==> config.mk <==
export PLATFORM = sky130hd
export DESIGN_NAME = vertex_post_processor
export DESIGN_NICKNAME = d
export VERILOG_FILES = /design/src/rtl/vertex_post_processor.sv
export SDC_FILE = /design/constraint.sdc
export NUM_CORES = 2
export LEC_CHECK = 0
export ABC_AREA = 1
export CELL_PAD_IN_SITES_DETAIL_PLACEMENT = 0
export CELL_PAD_IN_SITES_GLOBAL_PLACEMENT = 1
export CORE_ASPECT_RATIO = 0.7
export CORE_MARGIN = 4
export CORE_UTILIZATION = 49
export DETAILED_ROUTE_END_ITERATION = 10
export PLACE_DENSITY = 0.95
export SYNTH_ARGS = -nofsm -noshare
export SYNTH_HDL_FRONTEND = slang
export SYNTH_SLANG_ARGS = --single-unit
==> constraint.sdc <==
create_clock -name clk -period 8.65 [get_ports clk]
set_clock_uncertainty 0.1 [all_clocks]
set_input_delay 1.73 -clock clk [delete_from_list [all_inputs] [get_ports clk]]
set_output_delay 1.73 -clock clk [all_outputs]
set_load 0.005 [all_outputs]
==> src/rtl/vertex_post_processor.sv <==
// Clip-space to screen-space vertex transform: reciprocal of w, clip test, viewport mapping.
// Latency: accept to o_vertex_valid is 2*FRACBITS+3 cycles (29 at defaults), or 1 cycle when w<=0.
// Backpressure: handles one vertex at a time; o_ready stays low until the output handshake completes.
module vertex_post_processor #(
  parameter int DATAWIDTH     = 24,
  parameter int FRACBITS      = 13,
  parameter int SCREEN_WIDTH  = 320,
  parameter int SCREEN_HEIGHT = 240,
  parameter int COORDWIDTH    = 12
) (
  input  logic                          clk,
  input  logic                          rstn,
  // packed as {w, z, y, x}, x in the least significant word
  input  logic [4*DATAWIDTH-1:0]        i_vertex,
  input  logic                          i_vertex_valid,
  output logic                          o_ready,
  input  logic                          i_finished,
  output logic signed [COORDWIDTH-1:0]  o_vertex_x,
  output logic signed [COORDWIDTH-1:0]  o_vertex_y,
  output logic signed [DATAWIDTH-1:0]   o_vertex_z,
  output logic                          o_clipped,
  output logic                          o_vertex_valid,
  input  logic                          i_ready,
  output logic [15:0]                   o_vertex_count,
  output logic                          o_finished
);

  localparam int DW       = DATAWIDTH;
  localparam int DW1      = DATAWIDTH + 1;
  localparam int PW       = 2 * DATAWIDTH;
  localparam int VW       = DATAWIDTH + 16;
  localparam int QW       = 2 * FRACBITS + 1;
  localparam int CW       = $clog2(QW);
  localparam int ONE      = 1 << FRACBITS;
  localparam int SW_HALF  = SCREEN_WIDTH / 2;
  localparam int SH_HALF  = SCREEN_HEIGHT / 2;

  localparam logic [QW-1:0]        Q_MAX    = QW'((2 ** (DW - 1)) - 1);
  localparam logic [CW-1:0]        DIV_LAST = CW'(QW - 1);
  localparam logic signed [VW-1:0] C_MAX    = VW'((2 ** (COORDWIDTH - 1)) - 1);
  localparam logic signed [VW-1:0] C_MIN    = -C_MAX - VW'(1);

  typedef enum logic [2:0] {
    S_IDLE,
    S_DIVIDE,
    S_MUL,
    S_VIEWPORT,
    S_OUTPUT,
    S_FINISH
  } state_t;

  state_t                        r_state;
  logic signed [DW-1:0]          r_x, r_y, r_z;
  logic        [DW-1:0]          r_w;
  logic                          r_clip;
  logic        [DW-1:0]          r_rem;
  logic        [QW-1:0]          r_num;
  logic        [QW-1:0]          r_quot;
  logic        [CW-1:0]          r_div_cnt;
  logic signed [DW-1:0]          r_ndc_x, r_ndc_y, r_ndc_z;
  logic signed [COORDWIDTH-1:0]  r_sx, r_sy;
  logic signed [DW-1:0]          r_sz;
  logic                          r_clipped;
  logic                          r_valid;
  logic                          r_ready;
  logic [15:0]                   r_count;
  logic                          r_finished;
  logic                          r_pend;

  // incoming vertex fields and the clip-volume test
  logic signed [DW-1:0]  w_in_x, w_in_y, w_in_z, w_in_w;
  logic signed [DW1-1:0] w_abs_x, w_abs_y, w_abs_z, w_ext_w;
  logic                  w_clip_in;
  logic                  w_accept;

  assign w_in_x   = $signed(i_vertex[0*DW +: DW]);
  assign w_in_y   = $signed(i_vertex[1*DW +: DW]);
  assign w_in_z   = $signed(i_vertex[2*DW +: DW]);
  assign w_in_w   = $signed(i_vertex[3*DW +: DW]);
  // one extra bit so that |most-negative| does not overflow
  assign w_abs_x  = w_in_x[DW-1] ? -DW1'(w_in_x) : DW1'(w_in_x);
  assign w_abs_y  = w_in_y[DW-1] ? -DW1'(w_in_y) : DW1'(w_in_y);
  assign w_abs_z  = w_in_z[DW-1] ? -DW1'(w_in_z) : DW1'(w_in_z);
  assign w_ext_w  = DW1'(w_in_w);
  assign w_clip_in = (w_in_w <= 0) || (w_abs_x > w_ext_w) ||
                     (w_abs_y > w_ext_w) || (w_abs_z > w_ext_w);
  assign w_accept = i_vertex_valid && r_ready;

  // restoring divider step: bring down the next dividend bit, subtract w if it fits
  logic [DW1-1:0] w_rem_sh, w_rem_sub;
  logic           w_ge;

  assign w_rem_sh  = {r_rem, r_num[QW-1]};
  assign w_ge      = w_rem_sh >= {1'b0, r_w};
  assign w_rem_sub = w_rem_sh - {1'b0, r_w};

  // reciprocal saturated into the signed word, then the three perspective products
  logic signed [DW-1:0] w_inv_w;
  logic signed [PW-1:0] w_px, w_py, w_pz;

  assign w_inv_w = (r_quot > Q_MAX) ? $signed(DW'(Q_MAX)) : $signed(DW'(r_quot));
  assign w_px    = r_x * w_inv_w;
  assign w_py    = r_y * w_inv_w;
  assign w_pz    = r_z * w_inv_w;

  // viewport mapping, y flipped so NDC +1 lands on the top row
  logic signed [VW-1:0] w_vx, w_vy;

  assign w_vx = ((VW'(r_ndc_x) + VW'(ONE)) * VW'(SW_HALF)) >>> FRACBITS;
  assign w_vy = ((VW'(ONE) - VW'(r_ndc_y)) * VW'(SH_HALF)) >>> FRACBITS;

  function automatic logic signed [COORDWIDTH-1:0] sat_coord(input logic signed [VW-1:0] v);
    if (v > C_MAX)      sat_coord = COORDWIDTH'(C_MAX);
    else if (v < C_MIN) sat_coord = COORDWIDTH'(C_MIN);
    else                sat_coord = COORDWIDTH'(v);
  endfunction

  // main sequencer: accept, divide, multiply, viewport, output handshake, finish pulse
  always_ff @(posedge clk) begin
    if (!rstn) begin
      r_state    <= S_IDLE;
      r_x        <= '0;
      r_y        <= '0;
      r_z        <= '0;
      r_w        <= '0;
      r_clip     <= 1'b0;
      r_rem      <= '0;
      r_num      <= '0;
      r_quot     <= '0;
      r_div_cnt  <= '0;
      r_ndc_x    <= '0;
      r_ndc_y    <= '0;
      r_ndc_z    <= '0;
      r_sx       <= '0;
      r_sy       <= '0;
      r_sz       <= '0;
      r_clipped  <= 1'b0;
      r_valid    <= 1'b0;
      r_ready    <= 1'b0;
      r_count    <= '0;
      r_finished <= 1'b0;
      r_pend     <= 1'b0;
    end else begin
      r_finished <= 1'b0;
      if (i_finished) r_pend <= 1'b1;
      case (r_state)
        S_IDLE: begin
          if (w_accept) begin
            r_x       <= w_in_x;
            r_y       <= w_in_y;
            r_z       <= w_in_z;
            r_w       <= w_in_w;
            r_clip    <= w_clip_in;
            r_ready   <= 1'b0;
            r_rem     <= '0;
            r_num     <= QW'(1) << (QW - 1);
            r_quot    <= '0;
            r_div_cnt <= '0;
            if (w_in_w <= 0) begin
              // degenerate w: skip the transform, report it as clipped
              r_sx      <= '0;
              r_sy      <= '0;
              r_sz      <= '0;
              r_clipped <= 1'b1;
              r_state   <= S_OUTPUT;
            end else begin
              r_state <= S_DIVIDE;
            end
          end else if (r_pend || i_finished) begin
            r_ready    <= 1'b0;
            r_finished <= 1'b1;
            r_state    <= S_FINISH;
          end else begin
            r_ready <= 1'b1;
          end
        end
        S_DIVIDE: begin
          r_num  <= {r_num[QW-2:0], 1'b0};
          r_quot <= {r_quot[QW-2:0], w_ge};
          r_rem  <= w_ge ? DW'(w_rem_sub) : DW'(w_rem_sh);
          if (r_div_cnt == DIV_LAST) begin
            r_div_cnt <= '0;
            r_state   <= S_MUL;
          end else begin
            r_div_cnt <= r_div_cnt + 1'b1;
          end
        end
        S_MUL: begin
          r_ndc_x <= DW'(w_px >>> FRACBITS);
          r_ndc_y <= DW'(w_py >>> FRACBITS);
          r_ndc_z <= DW'(w_pz >>> FRACBITS);
          r_state <= S_VIEWPORT;
        end
        S_VIEWPORT: begin
          r_sx      <= sat_coord(w_vx);
          r_sy      <= sat_coord(w_vy);
          r_sz      <= r_ndc_z;
          r_clipped <= r_clip;
          r_valid   <= 1'b1;
          r_state   <= S_OUTPUT;
        end
        S_OUTPUT: begin
          if (!r_valid) begin
            // w<=0 path arrives here with valid still low
            r_valid <= 1'b1;
          end else if (i_ready) begin
            r_valid <= 1'b0;
            r_count <= r_count + 16'd1;
            if (r_pend || i_finished) begin
              r_finished <= 1'b1;
              r_state    <= S_FINISH;
            end else begin
              r_ready <= 1'b1;
              r_state <= S_IDLE;
            end
          end
        end
        S_FINISH: begin
          // a fresh finish pulse arriving right now must not be lost
          r_pend  <= i_finished;
          r_count <= '0;
          r_ready <= 1'b1;
          r_state <= S_IDLE;
        end
        default: r_state <= S_IDLE;
      endcase
    end
  end

  assign o_ready        = r_ready;
  assign o_vertex_x     = r_sx;
  assign o_vertex_y     = r_sy;
  assign o_vertex_z     = r_sz;
  assign o_clipped      = r_clipped;
  assign o_vertex_valid = r_valid;
  assign o_vertex_count = r_count;
  assign o_finished     = r_finished;

endmodule

**Word-level counts from Yosys, hierarchy flattened**

Cells that the tools add are included.
W data, S select, Z words.

- Bits in registers: 324
- Input port bits: 101
- Output and inout port bits: 68
- Logic and storage cells: 131

- $add $sub $neg: 8
- Multiply operators: 5
- Order comparisons: 10
- Eq/ne operators: 13
- Multiplexer cells: 55
- Reductions and logical operators: 18

Operators with widths:

| operator | number |
|---|---|
| $mux W24 | 5 |
| $mul A24 B24 Y37 | 3 |
| $pmux W27 S2 | 2 |
| $pmux W24 S2 | 2 |
| $gt A25 B24 Y1 | 3 |
| $mux W25 | 3 |
| $neg A24 Y25 | 3 |
| $mux W12 | 6 |
| $mux W27 | 2 |
| $pmux W12 S2 | 2 |
| $mux W16 | 2 |
| $pmux W16 S2 | 1 |
| $mul A25 B5 Y30 const B | 1 |
| $mul A25 B4 Y29 const B | 1 |
| $gt A27 B23 Y1 const B | 1 |
| $add A24 B15 Y25 const B | 1 |
| $ge A25 B24 Y1 | 1 |
| $sub A15 B24 Y25 const A | 1 |
| $le A24 B1 Y1 const B | 1 |
| $sub A24 B24 Y24 | 1 |
| $gt A21 B12 Y1 const B | 1 |
| $lt A21 B12 Y1 const B | 1 |
| $mux W3 | 7 |
| $gt A20 B12 Y1 const B | 1 |
| 23 further kinds | 57 |

**Depth between registers and ports, before layout**

- Depth after elaboration: 6
- Gate-level depth with buffers: 38
- Gate-level depth less buffers: 37

**Least setup slack after synthesis**

No wires, ideal clock.

- Path type: reg-to-reg
- From: register r_quot[23]
- To: register r_ndc_x[22]
- Setup time: 0.116 ns
- Arrival: 6.680 ns
- Required time: 8.434 ns
- Setup slack: 1.753 ns
- Cell stages (with the launch flop): 31
- Buffers on the path: 3
- Period minus slack after synthesis: 6.897 ns
- Cell sequence: dfxtp_1 > nor2_4 > nand2_2 > clkbuf_1 > or2_2 > clkbuf_1 > clkbuf_1 > nand2_1 > inv_1 > fa_1 > fa_1 > inv_1 > fa_1 > inv_1 > fa_1 > fa_1 > fa_1 > inv_1 > fa_1 > inv_1 > ha_1 > nand2_1 > nor3_1 > inv_1 > nor2_1 > inv_1 > o221a_2 > nand3_1 > nand3_1 > o211ai_1 > inv_1

- Longest elaborated chain between the ends: 3

RTL lines:

| element | line | text |
|---|---|---|
| start: declaration | 58 | `logic [QW-1:0] r_quot;` |
| start signal: assignment | 179 | `r_quot <= {r_quot[QW-2:0], w_ge};` |
| $gt A27 B23 Y1 | 101 | `assign w_inv_w = (r_quot > Q_MAX) ? $signed(DW'(Q_MAX)) : $signed(DW'(r_quot));` |
| $mux W24 * | 101 |  |
| $mul A24 B24 Y37 * | 102 | `assign w_px = r_x * w_inv_w;` |
| end signal: assignment | 189 | `r_ndc_x <= DW'(w_px >>> FRACBITS);` |
| end: declaration | 60 | `logic signed [DW-1:0] r_ndc_x, r_ndc_y, r_ndc_z;` |

Every way passes the cells marked *; elsewhere a longest branch is shown, timed or not.
A chain may end at the register's enable or synchronous reset.

**Worst setup path after layout**

- From: register r_quot[23]
- To: register r_ndc_z[23]

- Longest elaborated chain between the ends: 3

RTL lines:

| element | line | text |
|---|---|---|
| $gt A27 B23 Y1 | 101 |  |
| $mux W24 * | 101 |  |
| $mul A24 B24 Y37 * | 104 | `assign w_pz = r_z * w_inv_w;` |
| end signal: assignment | 191 | `r_ndc_z <= DW'(w_pz >>> FRACBITS);` |
| end: declaration | 60 |  |

Marks and branches as above.

==> metrics.csv <==
metric,value,unit
grt-ovfl-total,0,
rsz0062_at_grt,no,
drtAntennaViolNets,0,
power_density,189,nW/um^2
core-area,151000,um^2
critPathCaptureType,flop,
hold_viol,0,
grt_pass1_wl,356000,um
period_minus_slack,7.92,ns
crit_start,r_quot[23],
post-route-drc-count,0,
die-width,474,um
first_iter_violations,5282,
path_max_fanout,37,
synth_seq_area_share,8.01,%
finalNetCount,12096,
netlist_area,74500,um^2
clock_path_buffers,3,
cts_setup_buffers,0,
crit_top_cell,nand2_1,
r2r-start,r_quot[23],
outcome,completed,
finalSetupTns,0,ns
wl_per_cell,18.1,um
grt_antenna_before_repair,0,
cp-start-kind,flop,
synth_most_common_cell,inv_1,
drtPass1Iterations,6,
avgViaCountPerCell,5.17,
diodes,0,
grt_max_degree,100,
cts-hold-fix-buffers,0,
slew_viol_final,0,
syn_to_final_growth,7.16,%
dp_worst_setup_slack,0.834,ns
gp_congestion,0.963,
grt_use_met1,39.0,%
grt_util_met3,4.56,%
grt_pass1_vias,65211,
synth_warnings,0,
ioPinCount,169,
io_buffer_count,168,
avgSynthCellArea,7.45,um^2
area.sequential,5970,um^2
cp_top_family,adder cells,
cpMaxStageDelayCell,or2_2,
fin_ws,0.731,ns
critPathMaxStageDelay,0.84,ns
multi_input_area,56300,um^2
start_util,49.4,%
die_h,334,um
gr-max-usage-layer,met2,
leakage,45.9,nW
setup_viol,0,
drive_above_1_share,2.52,%
use_met2,46.0,%
drv_cap,0,
syn_inst,10000,
yosys.cell_types.count,58,
crit_type,reg -> reg,
gr-usage-all-layers,28.2,%
tightest_slew,1.30,ns
synth.largest_area_cell,fa_1,
synth_common_cells,"inv_1 (2906), nand2_1 (2344), fa_1 (1454)",
wirelength,217000,um
hold_start,o_vertex_x[11],
netlist.area_leader.share,39.1,%
critPathRequiredTime,9.03,ns
vias,62037,
fmax,126,MHz
synth_seq_cells,298,
dieArea,158000,um^2
clkLatencyLatePin,0.63,ns
fillerInstances,14258,
cts_tree,yes,
cts_buffers,38,
max-vdd-ir-drop,630,uV
arrival,8.30,ns
synthArstFlopShare,0,%
synth_flop_cell,dfxtp_1,
crit_buf_inv,8,
cts_max_level,2,
clk_pin_slew_worst_paths,0.06,ns
hpwl,177000,um
ys_top_cells_by_area,"fa_1 (39%), inv_1 (15%), nand2_1 (12%)",
synth-edff-count,0,
max-slew-margin-rel,13.4,%
rows,119,
hp-class,reg -> reg,
fin_crit_sh,91.5,%
cts.sinks,298,
cts_root_buf,clkbuf_16,
cts_resized,0,
-- metal layers --
layer | up-vias | part of all wire, %
li1 | 28781 | -
met1 | 30639 | 43
met2 | 2266 | 46
met3 | 351 | 8.0
met4 | 0 | 3.0
met5 | - | 0
-- flip-flops by register name (all words and copies together) (netlist names), 3 cells and up --
| name | flops |
|---|---|
| o_vertex_count | 16 |
| o_vertex_x | 12 |
| o_vertex_y | 12 |
| o_vertex_z | 24 |
| r_div_cnt | 5 |
| r_ndc_x | 24 |
| r_ndc_y | 24 |
| r_ndc_z | 24 |
| r_quot | 27 |
| r_rem | 24 |
| r_state | 3 |
| r_w | 24 |
| r_x | 24 |
| r_y | 24 |
| r_z | 24 |
-- layout by cell type, fill, tap and decap left out, drive strengths merged, types with 2 or more instances in the layout --
| master | n |
|---|---|
| xnor2 | 107 |
| clkbuf | 45 |
| nand3b | 12 |
| nand2 | 2350 |
| a22oi | 2 |
| o31ai | 9 |
| clkinv | 12 |
| bufinv | 4 |
| o221ai | 7 |
| nor3b | 12 |
| a21oi | 443 |
| nor3 | 72 |
| clkinvlp | 4 |
| nand3 | 167 |
| nand2b | 2 |
| nand4 | 58 |
| inv | 2918 |
| clkdlybuf4s50 | 167 |
| a31o | 3 |
| ha | 562 |
| o221a | 4 |
| dfxtp | 298 |
| or2 | 20 |
| xor2 | 144 |
| conb | 45 |
| o211ai | 11 |
| buf | 130 |
| fa | 1454 |
| nor4 | 33 |
| o21ai | 321 |
| nor2 | 483 |
| o21a | 24 |
| a31oi | 21 |
| and3 | 3 |
| a221oi | 5 |
| a21o | 17 |
| and2 | 3 |
| a21boi | 6 |
| a211oi | 7 |
| o21bai | 16 |
-- path summary, 6_finish.rpt --
kind                                        to  slack [ns]  depth (start not counted)
worst min register to register  o_vertex_x[11]        0.36                          2
worst min-delay path            o_vertex_x[11]        0.36                          2
worst max register to register     r_ndc_z[23]        0.73                         32
worst max-delay path               r_ndc_z[23]        0.73                         32
-- metrics by stage --
stage	total power, W	utilization (%)	hold WS (ns)	instances	cell area (um^2)
floorplan	0.0103	-	0.341	10043	74700
global placement	0.0131	52.1	0.351	11935	78500
detailed placement	0.0132	52.1	0.358	11935	78500
CTS	0.0150	53.0	0.368	12004	79800
global route	0.0167	53.0	0.381	12004	79800
finish	0.0151	53.0	0.364	12004	79800
-- worst register-to-register path: cells and delay by family, from the launching register on --
| family | cells | cell delay, ns |
|---|---|---|
| AOI/OAI and AO/OA | 5 | 0.63 |
| and+or+nand+nor | 11 | 1.87 |
| buffers and inverters | 8 | 0.81 |
| DFF | 1 | 0.41 |
| adders and majority gates | 8 | 3.97 |
-- power by group --
part	total, W	internal [W]	switching (W)
logic	0.0113	0.00384	0.00748
registers	0.00200	0.00158	0.000427
clock network	0.00176	0.000992	0.000768
total	0.0151	0.00641	0.00868
-- kinds of logic (layout without fill, tap and decap cells) --
family	Yosys count	in the layout	synth area share, %
multiplexers	1	1	0.0134
buffers and inverters	3315	3280	16.7
AO/OA/AOI/OAI	901	901	6.53
AND/OR/NAND/NOR	3215	3215	17.2
other	2	45	0.0101
flip-flops	298	298	8.01
adder cells (fa/ha/maj)	2016	2016	48.5
XOR/XNOR	252	252	2.98
-- area by class of cell --
cell class | instances | area share, %
Inverter | 2914 | 13.7
Clock inverter | 24 | 0.389
Clock buffer | 45 | 1.29
Timing Repair Buffer | 297 | 3.54
Tap cell | 1996 | 3.13
Multi-Input combinational cell | 6430 | 70.5
Sequential cell | 298 | 7.47
Note: power is estimated with default switching activity, not from simulation.
